### config.mk
export PLATFORM = sky130hd
export DESIGN_NAME = arb_client_mgr_flat
export DESIGN_NICKNAME = d
export VERILOG_FILES = /design/src/rtl/arb_client_mgr_if.sv /design/src/rtl/arb_client_mgr.sv /design/src/flat_wrapper.sv
export SDC_FILE = /design/constraint.sdc
export NUM_CORES = 1
export LEC_CHECK = 0
export CAP_MARGIN = 15
export CORE_AREA = 3 3 40 42
export CTS_BUF_LIST = sky130_fd_sc_hd__clkbuf_4 sky130_fd_sc_hd__clkbuf_8 sky130_fd_sc_hd__clkbuf_16
export DETAILED_ROUTE_END_ITERATION = 10
export DIE_AREA = 0 0 43 45
export GPL_ROUTABILITY_DRIVEN = 0
export MAX_ROUTING_LAYER = met4
export PLACE_DENSITY = 0.8
export SETUP_SLACK_MARGIN = 0.15
export SLEW_MARGIN = 20
export SYNTH_ARGS = -nofsm -noshare
export SYNTH_HDL_FRONTEND = slang
export SYNTH_SLANG_ARGS = --single-unit
### constraint.sdc
create_clock -name CLK -period 2.2 [get_ports CLK]
set_clock_uncertainty 0.05 [all_clocks]
set_input_delay 0.22 -clock CLK [delete_from_list [all_inputs] [get_ports CLK]]
set_output_delay 0.22 -clock CLK [all_outputs]
set_load 0.02 [all_outputs]
### src/rtl/arb_client_mgr_if.sv
// Client-manager <-> arbiter/bus handshake bundle.
// master: clients/arbiter side; slave: arb_client_mgr side.
interface arb_client_mgr_if #(
  parameter int N  = 4,
  parameter int IW = 2
);
  logic [N-1:0]  REQ;
  logic [N-1:0]  GRANT;
  logic          RELEASE;
  logic [N-1:0]  PEND;
  logic          VALID;
  logic [IW-1:0] OWNER;
  logic          DONE;
  logic          ERR;

  modport master (
    output REQ, GRANT, RELEASE,
    input  PEND, VALID, OWNER, DONE, ERR
  );

  modport slave (
    input  REQ, GRANT, RELEASE,
    output PEND, VALID, OWNER, DONE, ERR
  );
endinterface

### src/rtl/arb_client_mgr.sv
// Requester-side manager for a lowest-index priority arbiter.
// Ports: CLK, RESETN (async low); bus: REQ/GRANT/RELEASE in, PEND/VALID/OWNER/DONE/ERR out.
// Optional grant check: define ARB_GRANT_CHECK_EN (else ERR is tied 0).
module arb_client_mgr #(
  parameter int N         = 4,
  parameter int BURST_LEN = 4,
  parameter int IW        = (N > 1) ? $clog2(N) : 1
) (
  input  logic             CLK,
  input  logic             RESETN,
  arb_client_mgr_if.slave  bus
);

  localparam int CW = (BURST_LEN > 1) ? $clog2(BURST_LEN) : 1;
  localparam logic [CW-1:0] CNT_INIT = CW'(BURST_LEN - 1);

  typedef enum logic {
    IDLE = 1'b0,
    OWN  = 1'b1
  } state_t;

  state_t        state, state_nxt;
  logic [CW-1:0] cnt, cnt_nxt;
  logic [N-1:0]  pend, pend_nxt, clr;
  logic [IW-1:0] owner, owner_nxt, enc;
  logic          done, done_nxt;

  // Lowest set grant bit; an empty grant encodes as 0.
  always_comb begin
    enc = '0;
    for (int i = N - 1; i >= 0; i--) begin
      if (bus.GRANT[i]) enc = IW'(i);
    end
  end

`ifdef ARB_GRANT_CHECK_EN
  logic err, err_nxt, g_bad;

  always_comb begin
    g_bad = (bus.GRANT == '0)
          | ((bus.GRANT & (bus.GRANT - N'(1))) != '0)
          | ((bus.GRANT & ~pend) != '0);
  end
`endif

  always_comb begin
    state_nxt = state;
    cnt_nxt   = cnt;
    owner_nxt = owner;
    done_nxt  = 1'b0;
    clr       = '0;
`ifdef ARB_GRANT_CHECK_EN
    err_nxt   = err;
`endif
    unique case (state)
      IDLE: begin
        if (pend != '0) begin
          owner_nxt = enc;
          cnt_nxt   = CNT_INIT;
          state_nxt = OWN;
`ifdef ARB_GRANT_CHECK_EN
          err_nxt   = err | g_bad;
`endif
        end
      end
      OWN: begin
        if (cnt == '0 || bus.RELEASE) begin
          clr[owner] = 1'b1;
          done_nxt   = 1'b1;
          state_nxt  = IDLE;
        end else begin
          cnt_nxt = cnt - CW'(1);
        end
      end
      default: state_nxt = IDLE;
    endcase
    // A new request on the retiring edge wins over the clear.
    pend_nxt = (pend & ~clr) | bus.REQ;
  end

  always_ff @(posedge CLK or negedge RESETN) begin
    if (!RESETN) begin
      state <= IDLE;
      cnt   <= '0;
      pend  <= '0;
      owner <= '0;
      done  <= 1'b0;
    end else begin
      state <= state_nxt;
      cnt   <= cnt_nxt;
      pend  <= pend_nxt;
      owner <= owner_nxt;
      done  <= done_nxt;
    end
  end

`ifdef ARB_GRANT_CHECK_EN
  always_ff @(posedge CLK or negedge RESETN) begin
    if (!RESETN) err <= 1'b0;
    else         err <= err_nxt;
  end

  assign bus.ERR = err;
`else
  assign bus.ERR = 1'b0;
`endif

  assign bus.PEND  = pend;
  assign bus.VALID = (state == OWN);
  assign bus.OWNER = owner;
  assign bus.DONE  = done;

endmodule

### src/flat_wrapper.sv
// flat-port wrapper written by rule: the top's interface ports become plain ports
module arb_client_mgr_flat 
#(
  parameter int N         = 4,
  parameter int BURST_LEN = 4,
  parameter int IW        = (N > 1) ? $clog2(N) : 1
)
  (CLK, RESETN, bus_REQ, bus_GRANT, bus_RELEASE, bus_PEND, bus_VALID, bus_OWNER, bus_DONE, bus_ERR);
  arb_client_mgr_if #(.N(N), .IW(IW)) bus_i ();
  input  logic CLK;
  input  logic RESETN;
  input wire logic [$bits(bus_i.REQ)-1:0] bus_REQ;
  input wire logic [$bits(bus_i.GRANT)-1:0] bus_GRANT;
  input wire logic [$bits(bus_i.RELEASE)-1:0] bus_RELEASE;
  output wire logic [$bits(bus_i.PEND)-1:0] bus_PEND;
  output wire logic [$bits(bus_i.VALID)-1:0] bus_VALID;
  output wire logic [$bits(bus_i.OWNER)-1:0] bus_OWNER;
  output wire logic [$bits(bus_i.DONE)-1:0] bus_DONE;
  output wire logic [$bits(bus_i.ERR)-1:0] bus_ERR;
  assign bus_i.REQ = bus_REQ;
  assign bus_i.GRANT = bus_GRANT;
  assign bus_i.RELEASE = bus_RELEASE;
  assign bus_PEND = bus_i.PEND;
  assign bus_VALID = bus_i.VALID;
  assign bus_OWNER = bus_i.OWNER;
  assign bus_DONE = bus_i.DONE;
  assign bus_ERR = bus_i.ERR;
  arb_client_mgr #(.N(N), .BURST_LEN(BURST_LEN), .IW(IW)) u_core (.CLK(CLK), .RESETN(RESETN), .bus(bus_i));
endmodule
---- After elaboration in Yosys (flattened, before gate mapping) ----
Index checks and enable logic that the tools add are counted.
cells by class
  $add $sub $neg .......................... 1
  order comparisons ....................... 2
  equal/unequal tests ..................... 2
  multiplexer cells ....................... 16
  bitwise logic cells ..................... 4
  reductions and logical operators ........ 6
operator list
  cell                                                        count
  two-way mux 2 bit                                           6
  two-way mux 4 bit                                           2
  two-way mux 1 bit                                           5
  bitwise AND 4 bit                                           1
  NOT 4 bit                                                   1
  bitwise OR 4 bit                                            1
  case mux 2 bit (2 select lines)                             1
  AND reduction 2 bit                                         2
  nonzero test 4 bit                                          1
  less-than comparator 2 x 3 -> 1 bit, second input constant  1
  demux 1 bit (select 2 bit)                                  1
  >= comparator 2 x 1 -> 1 bit, second input constant         1
  zero test 2 bit                                             1
  inequality test 2 x 1 -> 1 bit, second input constant       1
  inequality test 2 bit, second input constant                1
  case mux 1 bit (2 select lines)                             1
  subtractor 2 x 1 -> 2 bit, second input constant            1
  logical AND 1 bit                                           1
  logical OR 1 bit                                            1
  NOT 1 bit                                                   1
word-level totals
  bits in registers ....................... 10
  bits of input ports ..................... 11
  output and inout bits ................... 9

---- Logic depth before layout (Yosys ltp) ----
  depth in word-level cells ............... 9
  depth in mapped cells ................... 5
  depth with buffers taken out ............ 5

---- Worst setup path before layout ----
No wires, ideal clock.
  kind .................................... reg-to-reg
  start ................................... reg u_core.pend[2], in the netlist u_core.bus.PEND[2]
  end ..................................... reg u_core.owner[1], in the netlist u_core.bus.OWNER[1]
  setup time .............................. 0.132 ns
  data arrival time ....................... 1.036 ns
  required time ........................... 2.018 ns
  setup slack ............................. 0.981 ns
  stages on the path, launching flop included .. 4
  buffers on the path ..................... 0
  cells stage by stage .................... dfrtp_1 nor4_2 or2_4 o41ai_2
on the way
  longest elaborated chain between the ends .. 2
ends and longest elaborated chain
  what                                  RTL line              text
  start: declaration                    arb_client_mgr.sv:24  logic [N-1:0] pend, pend_nxt, clr;
  start signal: assignment              arb_client_mgr.sv:91  pend <= pend_nxt;
  nonzero test 4 bit                    arb_client_mgr.sv:57  if (pend != '0) begin
  AND reduction 2 bit (no source line)  -
  end signal: assignment                arb_client_mgr.sv:92  owner <= owner_nxt;
  end: declaration                      arb_client_mgr.sv:25  logic [IW-1:0] owner, owner_nxt, enc;
Every way passes these cells.
A chain may end at the register's enable or synchronous reset.

---- Final worst setup path ----
  start ................................... reg u_core.state, in the netlist u_core.bus.VALID
  end ..................................... out bus_VALID
RTL lines
  what                      RTL line              text
  start: declaration        arb_client_mgr.sv:22  state_t state, state_nxt;
  start signal: assignment  arb_client_mgr.sv:89  state <= state_nxt;
  end: declaration          flat_wrapper.sv:16    output wire logic [$bits(bus_i.VALID)-1:0] bus_VALID;
No word-level cell between the ends.

==> results.yml <==
run_status:
  status: "finished clean"
cts:
  cts_buffers: 3
  path_clk_slew_ns: 0.06
  clkSinkCount: 10
  cts_max_path_buffers: 2
  root_buffer: "clkbuf_4"
  cts_resized: 0
  cts_max_level: 1
  clock_latency_ns: 0.26
  cts_hold_buf: 0
  tritoncts: "done"
  cts_setup_buffers: 0
floorplan:
  core_um2: 1280
  io_pins: 20
  die_area_um2: 1940
  rows: 13
  initial_core_util: 0.368
  die_w_um: 43
  die_h_um: 45
timing:
  rsz0062_at_grt: "false"
  final-hold-violation-count: 0
  hold_slack_ns: 0.209
  tns_ns: 0
  timing.final.ws_setup_ns: 0.563
  setup_viol: 0
  timing.final.crit_share: 0.744
  fmax_mhz: 611
  min_period_ns: 1.64
  maxSlewViolCount: 0
setup_path:
  critPathKind: "reg2out"
  crit_chain: "clkdlybuf4s50_1"
  r2r-start: "u_core.cnt[0]$_DFFE_PN0P_"
  cp-start-kind: "flip-flop"
  r2r_setup_slack_ns: 0.90
  slowest_stage: "clkdlybuf4s50_1"
  r2r_cells: 5
  crit_arrival_ns: 1.37
  max_stage_delay_ns: 0.64
  crit_fanout: 9
  cp_top_family: "buffers and inverters"
  worst_r2r_endpoint: "u_core.bus.PEND[2]$_DFF_PN0_"
  crit_buf_inv: 1
  worst_setup_path_end_kind: "primary output"
  critPathRequiredTime_ns: 1.93
power:
  clkPwrFrac: 0.164
  power.internal_mw: 0.470
  pwr-share-comb: 0.427
  p_sw_frac: 0.368
  power_leakage_nw: 0.287
  p_sw_mw: 0.273
  power_density_nw_per_um2: 1080
  max-vdd-ir-drop_mv: 0.419
  p_seq_frac: 0.409
routing:
  detail_route.vias_per_cell: 4.90
  ant_nets: 0
  drt_wl_total_um: 953
  wl_per_cell_um: 11.8
  drtPass1Iterations: 4
  dr_total_vias: 397
  drc_errors: 0
  drt_iter0_drc: 6
synthesis:
  ys_seq_area_frac: 0.529
  synthFlopType: "dfrtp_1"
  yosysWarnings: 0
  synth_seq_cells: 10
  synthCells: 46
  synth-async-reset-ratio: 1.00
  synth_cell_types: 22
  synth_edf_count: 0
  synth_area_um2: 473
  syn_avg_cell_area_um2: 10.3
  syn_nets: 58
final_layout:
  nets: 80
  final_common_cell: "clkdlybuf4s50_1"
  multi_input_area_um2: 200
  syn_to_final_growth_pct: 45.2
  num_antenna_cells: 0
  fillers: 123
  drive_above_1_share: 0.106
  seq_area_um2: 250
  layoutNonFillerInstCount: 81
  final_cell_mix: "clkdlybuf4s50_1, dfrtp_1, nor2_1"
global_routing:
  grt_pass1_wl_mm: 1.47
  overflow: 0
  grt_max_degree: 11
  grt_usage: 0.108
  grt_pass1_vias: 388
  grt_antenna_before_repair: 0
job:
  max_cap_violations: 0
placed_design:
  dp_worst_setup_slack_ns: 0.809
  port_buffers: 18
  dp_cells: 78
  dp_hpwl_um: 763
min_path:
  hp-class: "in2async"
==> power groups by stage <==
stage / Combinational (mW) / Sequential, mW / Clock (mW)
4_1_cts: 0.322 / 0.304 / 0.127
3_3_place_gp: 0.313 / 0.304 / 0
6_report: 0.317 / 0.304 / 0.122
3_5_place_dp: 0.321 / 0.306 / 0
2_1_floorplan: 0.126 / 0.351 / 0
5_1_grt: 0.346 / 0.311 / 0.132
==> per-stage QoR <==
stage	total power, mW	instance area, um2	utilization
4_1_cts	0.753	687	0.535
3_5_place_dp	0.627	664	0.517
6_report	0.743	687	0.535
3_3_place_gp	0.617	664	0.517
2_1_floorplan	0.477	473	-
5_1_grt	0.789	687	0.535
==> area by class of cell <==
cell class                 count  area share
timing repair buffer          18       0.262
sequential                    10       0.364
clock buffer                   3      0.0328
tap                           15      0.0273
multi-input combinational     31       0.291
inverter                       4      0.0219
==> synthesized netlist by cell type (all sizes together), types with 2 or more instances <==
master | count | area, um2
a21oi | 3 | 15.0
dfrtp | 10 | 250
nand2 | 2 | 7.51
nor2 | 7 | 26.3
inv | 4 | 15.0
nor3b | 2 | 20.0
nand2b | 2 | 12.5
o21ai | 3 | 15.0
==> registers in the layout, summed over array words and instances, names as in the netlist <==
| register | cells |
|---|---|
| u_core.bus.PEND | 4 |
| u_core.bus.DONE | 1 |
| u_core.bus.VALID | 1 |
| u_core.cnt | 2 |
| u_core.bus.OWNER | 2 |
==> worst max path at each step <==
stage	startpoint	end	slack, ns	depth (start not counted)
4_1_cts	u_core.bus.VALID$_DFF_PN0_	bus_VALID	0.55	1
2_1_floorplan	u_core.bus.PEND[2]$_DFF_PN0_	u_core.bus.OWNER[1]$_DFFE_PN0P_	0.98	3
3_3_place_gp	bus_RELEASE	u_core.bus.PEND[2]$_DFF_PN0_	0.83	4
5_1_grt	u_core.bus.VALID$_DFF_PN0_	bus_VALID	0.52	1
3_5_place_dp	bus_RELEASE	u_core.bus.PEND[2]$_DFF_PN0_	0.81	4
6_report	u_core.bus.VALID$_DFF_PN0_	bus_VALID	0.56	1
==> cell families (layout without fill, tap and decap cells) <==
logic type	after synthesis	count (layout)	synth area share
AOI/OAI and AO/OA	12	12	0.177
adders and majority gates	1	1	0.0265
buffers and inverters	5	25	0.0476
DFF	10	10	0.529
other	1	1	0.00793
and+or+nand+nor	17	17	0.212
==> metal layers <==
| layer | GRT usage | routed length, um |
|---|---|---|
| met2 | 0.183 | 477 |
| met5 | - | 0 |
| met1 | 0.110 | 388 |
| met3 | 0.0279 | 69 |
| met4 | 0.0723 | 18 |
No activity file was read; power rests on OpenSTA's default activity.
